[src/rtl/uart_pkg.sv]
// Shared UART definitions: register map, STATUS bit positions
// and the TX sequencer state type.
package uart_pkg;

    localparam logic [1:0] CONTROL_ADDR = 2'd0;
    localparam logic [1:0] DATA_TX_ADDR = 2'd1;
    localparam logic [1:0] STATUS_ADDR  = 2'd2;
    localparam logic [1:0] DATA_RX_ADDR = 2'd3;

    localparam int ST_DONE_BIT = 0;
    localparam int ST_BUSY_BIT = 1;

    typedef enum logic [2:0] {
        IDLE,
        WR_DATA,
        WR_START,
        WR_CLEAR,
        RD_BUSY,
        CHK_BUSY,
        RD_DONE,
        CHK_DONE
    } seq_state_e;

endpackage

[src/rtl/sync_fifo.sv]
// Single-clock FIFO with occupancy output; DEPTH is a power of two.
// A push while full or a pop while empty is ignored.
module sync_fifo #(
    parameter int WIDTH = 8,
    parameter int DEPTH = 4,
    localparam int AW = $clog2(DEPTH)
) (
    input  logic             clk,
    input  logic             arst_n,
    input  logic             push_i,
    input  logic [WIDTH-1:0] wdata_i,
    input  logic             pop_i,
    output logic [WIDTH-1:0] rdata_o,
    output logic             full_o,
    output logic             empty_o,
    output logic [AW:0]      level_o
);

    logic [WIDTH-1:0] mem_q [DEPTH];
    logic [AW-1:0]    wptr_q;
    logic [AW-1:0]    rptr_q;
    logic [AW:0]      level_q;
    logic             do_push;
    logic             do_pop;

    assign full_o  = (level_q == (AW+1)'(DEPTH));
    assign empty_o = (level_q == '0);
    assign do_push = push_i && !full_o;
    assign do_pop  = pop_i && !empty_o;
    assign rdata_o = mem_q[rptr_q];
    assign level_o = level_q;

    always_ff @(posedge clk) begin
        if (do_push) begin
            mem_q[wptr_q] <= wdata_i;
        end
    end

    always_ff @(posedge clk or negedge arst_n) begin
        if (!arst_n) begin
            wptr_q  <= '0;
            rptr_q  <= '0;
            level_q <= '0;
        end else begin
            if (do_push) begin
                wptr_q <= wptr_q + 1'b1;
            end
            if (do_pop) begin
                rptr_q <= rptr_q + 1'b1;
            end
            unique case ({do_push, do_pop})
                2'b10:   level_q <= level_q + 1'b1;
                2'b01:   level_q <= level_q - 1'b1;
                default: level_q <= level_q;
            endcase
        end
    end

endmodule

[src/rtl/uart_tx_sequencer.sv]
// Streams buffered bytes to the UART through its register file.
// Optional poll timeout: define UART_SEQ_TIMEOUT_EN.
module uart_tx_sequencer
    import uart_pkg::*;
#(
    parameter int WIDTH = 8,
    parameter int DEPTH = 4,
    parameter logic [WIDTH-1:0] CTRL_START = 8'h01,
`ifdef UART_SEQ_TIMEOUT_EN
    parameter logic [15:0] TIMEOUT_CYCLES = 16'd50000,
`endif
    localparam int LW = $clog2(DEPTH) + 1
) (
    input  logic             clk,
    input  logic             arst_n,
    input  logic             enable,
    input  logic             s_valid,
    input  logic [WIDTH-1:0] s_data,
    output logic             s_ready,
    output logic             rf_wr_en,
    output logic [1:0]       rf_wr_addr,
    output logic [WIDTH-1:0] rf_wr_data,
    output logic             rf_rd_en,
    output logic [1:0]       rf_rd_addr,
    input  logic [WIDTH-1:0] rf_rd_data,
`ifdef UART_SEQ_TIMEOUT_EN
    output logic             timeout_err,
`endif
    output logic             seq_busy,
    output logic             byte_sent,
    output logic [LW-1:0]    fifo_level
);

    seq_state_e       state_q;
    logic             byte_sent_q;
    logic             full;
    logic             empty;
    logic             pop;
    logic [WIDTH-1:0] head;
    logic             st_busy;
    logic             st_done;
    logic             unused_rd;

    assign st_busy   = rf_rd_data[ST_BUSY_BIT];
    assign st_done   = rf_rd_data[ST_DONE_BIT];
    assign unused_rd = ^rf_rd_data[WIDTH-1:2];

    assign pop       = (state_q == WR_DATA);
    assign s_ready   = !full;
    assign seq_busy  = (state_q != IDLE) || !empty;
    assign byte_sent = byte_sent_q;

    sync_fifo #(
        .WIDTH (WIDTH),
        .DEPTH (DEPTH)
    ) u_fifo (
        .clk     (clk),
        .arst_n  (arst_n),
        .push_i  (s_valid),
        .wdata_i (s_data),
        .pop_i   (pop),
        .rdata_o (head),
        .full_o  (full),
        .empty_o (empty),
        .level_o (fifo_level)
    );

    always_comb begin
        rf_wr_en   = 1'b0;
        rf_wr_addr = CONTROL_ADDR;
        rf_wr_data = '0;
        rf_rd_en   = 1'b0;
        rf_rd_addr = STATUS_ADDR;
        unique case (state_q)
            WR_DATA: begin
                rf_wr_en   = 1'b1;
                rf_wr_addr = DATA_TX_ADDR;
                rf_wr_data = head;
            end
            WR_START: begin
                rf_wr_en   = 1'b1;
                rf_wr_data = CTRL_START;
            end
            WR_CLEAR: rf_wr_en = 1'b1;
            RD_BUSY:  rf_rd_en = 1'b1;
            RD_DONE:  rf_rd_en = 1'b1;
            default: ;
        endcase
    end

`ifdef UART_SEQ_TIMEOUT_EN
    logic [15:0] cnt_q;
    logic        tmo_q;
    logic        polling;

    assign polling = (state_q == RD_BUSY) || (state_q == CHK_BUSY)
                  || (state_q == RD_DONE) || (state_q == CHK_DONE);
    assign timeout_err = tmo_q;
`endif

    always_ff @(posedge clk or negedge arst_n) begin
        if (!arst_n) begin
            state_q     <= IDLE;
            byte_sent_q <= 1'b0;
`ifdef UART_SEQ_TIMEOUT_EN
            cnt_q       <= '0;
            tmo_q       <= 1'b0;
`endif
        end else begin
            byte_sent_q <= 1'b0;
            unique case (state_q)
                IDLE:     if (enable && !empty) state_q <= WR_DATA;
                WR_DATA:  state_q <= WR_START;
                WR_START: state_q <= WR_CLEAR;
                WR_CLEAR: state_q <= RD_BUSY;
                RD_BUSY:  state_q <= CHK_BUSY;
                // Busy must be seen first so a stale done is never taken
                CHK_BUSY: state_q <= st_busy ? RD_DONE : RD_BUSY;
                RD_DONE:  state_q <= CHK_DONE;
                CHK_DONE: begin
                    if (st_done && !st_busy) begin
                        state_q     <= IDLE;
                        byte_sent_q <= 1'b1;
                    end else begin
                        state_q <= RD_DONE;
                    end
                end
                default:  state_q <= IDLE;
            endcase
`ifdef UART_SEQ_TIMEOUT_EN
            if (state_q == WR_CLEAR) begin
                cnt_q <= '0;
            end else if (polling) begin
                cnt_q <= cnt_q + 16'd1;
                if (cnt_q == TIMEOUT_CYCLES - 16'd1) begin
                    state_q     <= IDLE;
                    byte_sent_q <= 1'b0;
                    tmo_q       <= 1'b1;
                end
            end
`endif
        end
    end

endmodule

[config.mk]
export PLATFORM = sky130hd
export DESIGN_NAME = uart_tx_sequencer
export DESIGN_NICKNAME = d
export VERILOG_FILES = /design/src/rtl/uart_pkg.sv /design/src/rtl/sync_fifo.sv /design/src/rtl/uart_tx_sequencer.sv
export SDC_FILE = /design/constraint.sdc
export NUM_CORES = 1
export LEC_CHECK = 0
export ABC_AREA = 0
export CAP_MARGIN = 10
export CORE_ASPECT_RATIO = 0.7
export CORE_MARGIN = 2
export CORE_UTILIZATION = 54
export CTS_CLUSTER_DIAMETER = 50
export DETAILED_ROUTE_END_ITERATION = 7
export PLACE_DENSITY_LB_ADDON = 0.08
export SYNTH_ARGS = -nofsm -noshare
export SYNTH_HDL_FRONTEND = slang
export SYNTH_HIERARCHICAL = 1
export SYNTH_SLANG_ARGS = --single-unit
[constraint.sdc]
create_clock -name clk -period 3.2 [get_ports clk]
set_clock_uncertainty 0.15 [all_clocks]
set_input_delay 0.96 -clock clk [delete_from_list [all_inputs] [get_ports clk]]
set_output_delay 0.96 -clock clk [all_outputs]
set_load 0.02 [all_outputs]
==> After elaboration in Yosys (flattened, before gate mapping) <==
Memory sizes are Yosys's and may differ from the RTL's.
Index checks and enable logic that the tools add are counted.
{ "word_totals": {"ff_bits": 11, "mem_bits_rw": 32, "inputBits": 20, "out_inout_bits": 20, "word_cells": 48, "memories": 1} }
{ "classes": {"n_addsub": 4, "n_eq_ne": 11, "mux": 13, "n_reduce_logical": 14} }
{ "mem_list": {"columns": ["name", "depth", "word_bits", "rd", "rd_ports_with_merged_regs", "wr", "line_no", "source"], "rows": [
  ["u_fifo.mem_q", 4, 8, 1, 0, 1, "sync_fifo.sv:19", "logic [WIDTH-1:0] mem_q [DEPTH];"]
]} }
{ "ops": {"columns": ["op", "n"], "rows": [
  ["one-hot mux 3 bit (8 select lines)", 1],
  ["one-hot mux 8 bit (2 select lines)", 1],
  ["== test 3 bit, second input constant", 5],
  ["2-to-1 mux 1 bit", 7],
  ["== test 3 x 2 -> 1 bit, second input constant", 2],
  ["zero test 3 bit", 2],
  ["2-to-1 mux 3 bit", 2],
  ["one-hot mux 3 bit (2 select lines)", 1],
  ["adder 2 x 1 -> 2 bit, second input constant", 2],
  ["logical AND 1 bit", 4],
  ["adder 3 x 1 -> 3 bit, second input constant", 1],
  ["== test 3 x 1 -> 1 bit, second input constant", 1],
  ["zero test 1 bit", 3],
  ["nonzero test 3 bit", 1],
  ["OR reduction 3 bit", 1],
  ["subtractor 3 x 1 -> 3 bit, second input constant", 1],
  ["== test 2 x 1 -> 1 bit, second input constant", 1],
  ["== test 2 bit, second input constant", 1],
  ["2-to-1 mux 2 bit", 1],
  ["!= test 2 bit, second input constant", 1],
  ["nonzero test 2 bit", 1],
  ["OR reduction 2 bit", 1],
  ["logical OR 1 bit", 1]
]} }

==> Logic depth before layout (Yosys ltp) <==
Gate-level depths: netlist of the first run.
{ "depth": {"depth_word": 5, "ltp_mapped": 9, "ltp_nobuf": 9} }

==> By module <==
Netlist of the first run, hierarchy kept.
{ "modules_own_cells": {"columns": ["module", "instances", "cells_per_inst", "area_per_inst_um2", "seq_area_each_um2"], "rows": [
  ["sync_fifo", 1, 79, 1592.8, 1136.1],
  ["uart_tx_sequencer", 1, 41, 335.3, 100.1]
]} }

==> Worst setup path before layout of the first run <==
Ideal clock, no wire load.
{ "synth_timing": {"kind": "reg2out", "start": "register u_fifo.rptr_q[0]", "end": "output port rf_wr_data[0]", "arrival_ns": 1.453, "t_required_ns": 2.090, "path_slack_ns": 0.637, "path_stages_with_launch": 6, "n_path_buf": 1, "cell_sequence": "dfrtp_1 > buf_2 > mux4_2 > nand2_1 > mux2_2 > nor2_1"} }
{ "synth_via": {"elab_chain_len": 2} }
{ "synth_rtl": {"columns": ["element", "line_no", "source"], "rows": [
  ["from (decl)", "sync_fifo.sv:21", "logic [AW-1:0] rptr_q;"],
  ["from (signal assigned)", "sync_fifo.sv:49", "rptr_q <= rptr_q + 1'b1;"],
  ["memory (4 x 8 bit)", null, null],
  ["net head[0]", "uart_tx_sequencer.sv:39", "logic [WIDTH-1:0] head;"],
  ["one-hot mux 8 bit (2 select lines)", "uart_tx_sequencer.sv:74", "unique case (state_q)"],
  ["to (decl)", "uart_tx_sequencer.sv:22", "output logic [WIDTH-1:0] rf_wr_data,"]
]} }
The timed path passes the listed nets, and every way through them passes these cells.

==> Worst setup path in the final report of the first run <==
{ "layout_timing": {"start": "register u_fifo.rptr_q[0]", "end": "output port rf_wr_data[7]"} }
Same word-level chain as after synthesis.

==> impl_metrics.csv, run 1 <==
group,metric,value,unit
worst_setup_path,crit_type,"flop to output port",
logic_synthesis,synth_ff_type,"edfxtp_1",
clock_tree,hold_buffers,0,
timing,setup_viol,0,
worst_setup_path,slowest_stage,"mux4_2",
drt,drcViolationCount,0,
logic_synthesis,synth_top_cell_area_share,0.4984,
worst_setup_path,slowest_delay,0.49,ns
final_layout,nNetsFinal,181,
timing,max_slew_margin,0.6504,
global_route,grt_usage,0.1691,
worst_setup_path,path_max_fanout,5,
global_route,first_global_vias,977,
timing,setup-tns-final,0,ns
timing,rsz0062_at_grt,"false",
logic_synthesis,synth-edff-count,32,
floorplan,die_area,4072,sq um
worst_setup_path,worstPathCellList,"buf_4 -> mux4_2 -> and2_1 -> dlygate4sd2_1",
power,power,1.870,mW
logic_synthesis,yosys.area.top_type,"edfxtp_1",
clock_tree,path_clk_slew,0.07,ns
floorplan,die_w,75.42,um
power,power-per-cell-area,790.2,nW/um^2
logic_synthesis,synth.area.top_cells,"edfxtp_1 50%, dfrtp_1 14%, mux4_2 9.3%, ha_1 3.2%, and2_1 2.3%",
drt,totalWireLength,3124,um
drt,drtIter0Drc,70,
drt,vias,1026,
logic_synthesis,synth_area_per_cell,16.07,sq um
logic_synthesis,synth_seq_area_share,0.6411,
logic_synthesis,synthMostInstantiatedCell,"edfxtp_1",
drt,routedWlPerCell,15.17,um
clock_tree,cts_max_level,2,
worst_setup_path,cp-start-kind,"flop",
logic_synthesis,ys_seq_elements,43,
power,p_leak,0.9866,nW
logic_synthesis,synth.cell_area,1928,sq um
final_layout,areaGrowthSynthToFinish,22.71,%
clock_tree,cts_made_buffers,5,
clock_tree,cts_buffer_depth,2,
hold_path,holdCritPathClass,"flop to flop",
placed_design,dp_hpwl,2167,um
clock_tree,clk_latency,0.29,ns
worst_setup_path,crit_arrival,1.85,ns
clock_tree,clock-sinks,43,
power,ir_drop,0.0005277,V
logic_synthesis,synth_common_cells,"32 x edfxtp_1, 11 x dfrtp_1, 8 x inv_1, 8 x mux4_2, 7 x and2_1",
global_route,antenna_found_initial,0,
timing,fin_crit,2.965,ns
floorplan,row_count,18,
timing,hold_slack,0.4064,ns
logic_synthesis,syn_inst,120,
timing,period_share,0.9264,
worst_setup_path,end_kind,"output port",
global_route,grt_pass1_wl,4650,um
final_layout,layout-drive-gt1-share,0.2115,
global_route,grt_remaining_overflow,0,
timing,fmax,0.3373,GHz
timing,maxSlewViolCount,0,
worst_setup_path,r2r_cells,10,
floorplan,top_level_ports,40,
logic_synthesis,synth_cell_types,30,
global_route,grt_max_degree,14,
logic_synthesis,async_flop_share,0.2558,
timing,tightest_slew,0.5227,ns
clock_tree,cts_tree,"done",
drt,ant_nets,0,
floorplan,core,3468,sq um
status,status,"finished, final reports clean",
drt,avgViaCountPerCell,4.981,
logic_synthesis,ys_warn_count,6,
timing,hold_viol_final,0,
floorplan,initial_core_util,0.5559,
job,cap_violations,0,
placed_design,port_buffers,30,
placed_design,place_congestion,0.6446,
hold_path,holdPathStages,1,
clock_tree,clock-root-buffer,"clkbuf_8",
floorplan,dieHeight,54.00,um
drt,dr.pass1.iters,4,
worst_setup_path,critical_path_required,2.09,ns
final_layout,antenna_cells,0,
[metrics by stage]
stage | worst slack [ns] | util | cells | area [sq um]
after global placement | 0.2714 | 0.6483 | 195 | 2248
after CTS | 0.005091 | 0.6786 | 206 | 2354
final | 0.2354 | 0.6822 | 206 | 2366
after floorplan | 0.6367 | - | 121 | 1932
after global routing | 0.1303 | 0.6822 | 206 | 2366
after detailed placement | 0.2439 | 0.6483 | 195 | 2248
[what timing repair did]
action / in CTS / in global routing
gates resized for setup: 4 / 5
buffers inserted: 3 / 0
gates cloned: 0 / 0
pin swaps: 0 / 0
endpoints found under the setup margin: 8 / 5
[registers in the layout, summed over array words and instances (netlist names)]
name / count
state_q: 3
u_fifo/level_o: 3
u_fifo/mem_q: 32
u_fifo/rptr_q: 2
byte_sent: 1
u_fifo/wptr_q: 2
[per-layer routing]
| layer | track usage | vias to the layer above | part of all wire |
|---|---|---|---|
| li1 | - | 482 | - |
| met1 | 0.2207 | 512 | 0.43 |
| met2 | 0.2623 | 25 | 0.50 |
| met3 | 0.06742 | 7 | 0.055 |
| met4 | 0.05556 | 0 | 0.014 |
| met5 | 0 | - | 0 |
[logic make-up after synthesis]
kind of cell,share of synthesized area
AO/OA/AOI/OAI,0.01882
XOR/XNOR,0.02726
adder cells (fa/ha/maj),0.04283
buffers and inverters,0.05126
flip-flops,0.6411
multiplexers,0.1123
other,0.003895
AND/OR/NAND/NOR,0.1025
[layout make-up]
type / count / area, sq um
clock buffers: 6 / 72.57
clock inverters: 2 / 12.51
fillers: 265 / 1102
inverters: 8 / 30.03
multi-input cells: 61 / 596.8
flip-flops and latches: 43 / 1237
well taps: 50 / 62.56
repair buffers: 36 / 354.1
[cells in the final DEF (no fill, tap or decap), types with 2 or more instances in the layout]
master | Yosys | final
inv_1 | 8 | 8
nor3b_4 | 2 | 2
edfxtp_1 | 32 | 32
nand2b_1 | 2 | 2
nand2_1 | 3 | 3
and2_1 | 7 | 7
dfrtp_1 | 11 | 10
buf_4 | 5 | 6
clkbuf_8 | 0 | 5
nor3_1 | 2 | 2
clkdlybuf4s50_1 | 0 | 22
a21oi_1 | 3 | 3
dlymetal6s2s_1 | 0 | 5
mux4_2 | 8 | 8
nor2_1 | 6 | 6
and2_2 | 4 | 4
ha_1 | 5 | 5
conb_1 | 2 | 3
xor2_1 | 3 | 3
xnor2_1 | 3 | 3
dlygate4sd2_1 | 0 | 3
[critical path: cells and delay by family (launching register included)]
kind | cells | cell delay [ns]
buf+inv | 2 | 0.49
mux | 1 | 0.49
simple gates | 1 | 0.15
flops | 1 | 0.43
[final timing paths]
check / from / end / slack [ns]
min in group asynchronous: arst_n / state_q[0]$_DFFE_PN0P_ / 0.86
worst max register to register: state_q[0]$_DFFE_PN0P_ / u_fifo/level_o[2]$_DFFE_PN0P_ / 0.70
worst max-delay path: u_fifo/rptr_q[0]$_DFFE_PN0P_ / rf_wr_data[7] / 0.24
worst min register to register: u_fifo/level_o[2]$_DFFE_PN0P_ / u_fifo/level_o[2]$_DFFE_PN0P_ / 0.41
worst min-delay path: u_fifo/level_o[2]$_DFFE_PN0P_ / u_fifo/level_o[2]$_DFFE_PN0P_ / 0.41
max in group asynchronous: arst_n / u_fifo/rptr_q[0]$_DFFE_PN0P_ / 1.66
[report_power, final]
group / leakage, nW / switching, mW / internal, mW
sequential: 0.422 / 0.124 / 0.755
clock: 0.0412 / 0.175 / 0.152
combinational: 0.524 / 0.309 / 0.354
total: 0.987 / 0.608 / 1.26
Power figures use the tool's default switching activity.
==> run 2, diff against run 1 <==
- SYNTH_HIERARCHICAL: 1 -> not set
==> run 2 against run 1 <==
- global-route usage rose by 2.0 points
- largest power group unchanged
- highest routed layer unchanged
- area after synthesis decreased by 2.5%
- sequential power shrank 0.5%
- hold slack worse by 0.037 ns
==> impl_metrics.csv, run 2 <==
group,metric,value,unit
worst_setup_path,r2r-start,"state_q[2]$_DFFE_PN0P_",
timing,tightest_slew,0.5116,ns
hold_path,hp-start,"u_fifo.level_o[2]$_DFFE_PN0P_",
worst_setup_path,cp-start-kind,"flop",
timing,setup_viol,0,
floorplan,row_count,17,
timing,hold_viol_final,0,
logic_synthesis,synthMostInstantiatedCell,"edfxtp_1",
power,power,1.862,mW
logic_synthesis,synth.cell_area,1879,sq um
final_layout,layout_commonest_cell,"edfxtp_1",
drt,vias,1017,
timing,setup-tns-final,0,ns
logic_synthesis,synth_common_cells,"32 x edfxtp_1, 11 x dfrtp_1, 8 x and2_1, 8 x mux4_2, 7 x inv_1",
placed_design,dp_hpwl,2296,um
power,comb_power_share,0.354,
power,p_leak,0.8653,nW
floorplan,die_w,74.51,um
logic_synthesis,synth_cell_types,31,
clock_tree,path_clk_slew,0.07,ns
logic_synthesis,synth-edff-count,32,
clock_tree,cts_max_level,2,
logic_synthesis,ys_warn_count,0,
clock_tree,cts_made_buffers,5,
global_route,grt_pass1_wl,5099,um
timing,max_slew_margin,0.6579,
worst_setup_path,crit_type,"flop to output port",
worst_setup_path,end_kind,"output port",
timing,rsz0062_at_grt,"false",
drt,totalWireLength,3196,um
placed_design,place_congestion,0.7047,
clock_tree,clk_latency,0.29,ns
floorplan,dieHeight,53.36,um
global_route,antenna_found_initial,0,
job,cap_violations,0,
clock_tree,clock-sinks,43,
logic_synthesis,ys_seq_elements,43,
power,p_int,1.266,mW
floorplan,top_level_ports,40,
drt,routedWlPerCell,16.14,um
floorplan,initial_core_util,0.5813,
power,ir_drop,0.0005414,V
logic_synthesis,syn_inst,119,
final_layout,top_register,"u_fifo.mem_q",
global_route,grt_usage,0.1893,
floorplan,die_area,3975,sq um
clock_tree,cts_buffer_depth,2,
power,power-per-cell-area,808.5,nW/um^2
timing,period_share,0.9763,
power,p_switching,0.5961,mW
worst_setup_path,critical_path_required,2.09,ns
placed_design,port_buffers,30,
logic_synthesis,synth_top_cell_area_share,0.5113,
status,status,"finished, final reports clean",
logic_synthesis,synth_seq_area_share,0.6578,
global_route,grt_remaining_overflow,0,
timing,fmax,0.3201,GHz
power,p_seq_frac,0.470,
worst_setup_path,crit_start,"u_fifo.rptr_q[0]$_DFFE_PN0P_",
logic_synthesis,synth_area_per_cell,15.79,sq um
logic_synthesis,async_flop_share,0.2558,
worst_setup_path,crit_arrival,2.01,ns
hold_path,holdCritPathClass,"flop to flop",
worst_setup_path,path_max_fanout,10,
logic_synthesis,yosys.area.top_type,"edfxtp_1",
power,switching_share,0.3201,
logic_synthesis,synth.area.top_cells,"edfxtp_1 51%, dfrtp_1 15%, mux4_2 9.6%, ha_1 3.3%, and2_1 2.7%",
drt,ant_nets,0,
final_layout,antenna_cells,0,
drt,drtIter0Drc,91,
power,clockPowerShare,0.176,
timing,maxSlewViolCount,0,
global_route,grt_max_degree,13,
global_route,first_global_vias,1068,
final_layout,areaGrowthSynthToFinish,22.57,%
final_layout,final_cell_mix,"32 x edfxtp_1, 28 x clkdlybuf4s50_1, 11 x dfrtp_1",
final_layout,nNetsFinal,176,
logic_synthesis,synth_ff_type,"edfxtp_1",
final_layout,largest_reg_flops,32,
drt,avgViaCountPerCell,5.136,
drt,drcViolationCount,0,
clock_tree,cts_tree,"done",
clock_tree,clock-root-buffer,"clkbuf_8",
final_layout,layout-drive-gt1-share,0.1325,
floorplan,core,3233,sq um
drt,dr.pass1.iters,4,
timing,fin_crit,3.124,ns
run 2: cells by family after synthesis:
kind of cell               after synthesis  share of synthesized area
xor gates and xnor gates                 6                    0.02797
muxes                                   10                     0.1092
and+or+nand+nor                         30                    0.09654
DFF                                     43                     0.6578
other                                    2                   0.003996
adders and majority gates                6                    0.04394
AOI/OAI and AO/OA                        5                    0.01664
buffers and inverters                   17                    0.04394
run 2: what timing repair did:
action,4_1_cts,5_1_grt
setup endpoints to repair,2,7
gates cloned,0,0
hold buffers,0,0
hold endpoints to repair,0,0
resized for setup,2,1
setup buffers,0,0
run 2: metal layers:
metal  vias to the layer above  routed length, um  GRT usage
met3                         6                160    0.04000
met1                       503               1310     0.2202
met5                         -                  0          0
met4                         0                 17    0.08036
met2                        27               1709     0.3407
li1                        481                  -          -
run 2: power by group through the flow:
stage	Combinational [mW]	Sequential [mW]	Clock [mW]
finish	0.660	0.875	0.327
global route	0.724	0.895	0.353
CTS	0.670	0.874	0.333
detailed placement	0.671	0.886	0
global placement	0.650	0.870	0
floorplan	0.474	0.836	0
run 2: final cells by class:
cell class	count	area, sq um
multi-input combinational	60	569.3
tap	47	58.81
clock buffer	8	80.08
sequential	43	1236
fill	228	929.6
timing repair buffer	33	332.8
inverter	7	26.28
run 2: worst max-delay path: stages (launching register included):
cell and delay [ns]:
dfrtp_1 0.37, buf_12 0.15, mux4_2 0.49, and2_1 0.17, clkdlybuf4s50_1 0.53
run 2: worst paths after layout:
kind                                            endpoint  depth (start not counted)  slack (ns)
setup / recovery                           rf_wr_data[5]                          4        0.08
hold / removal             u_fifo.level_o[2]$_DFFE_PN0P_                          1        0.37
setup reg to reg           u_fifo.level_o[2]$_DFFE_PN0P_                          9        0.87
hold reg to reg            u_fifo.level_o[2]$_DFFE_PN0P_                          1        0.37
max in group asynchronous         state_q[0]$_DFFE_PN0P_                          1        1.70
min in group asynchronous         state_q[2]$_DFFE_PN0P_                          1        0.85
run 2: stage by stage:
stage                 util  instance area, sq um  hold slack [ns]  setup slack (ns)  cells
floorplan                -                  1883           0.3848            0.6662    120
global placement    0.6869                  2221           0.3373            0.2974    190
detailed placement  0.6869                  2221           0.3579            0.2473    190
CTS                 0.7109                  2298           0.3684           0.05140    198
global route        0.7125                  2303           0.3825          0.001579    198
finish              0.7125                  2303           0.3690           0.07582    198
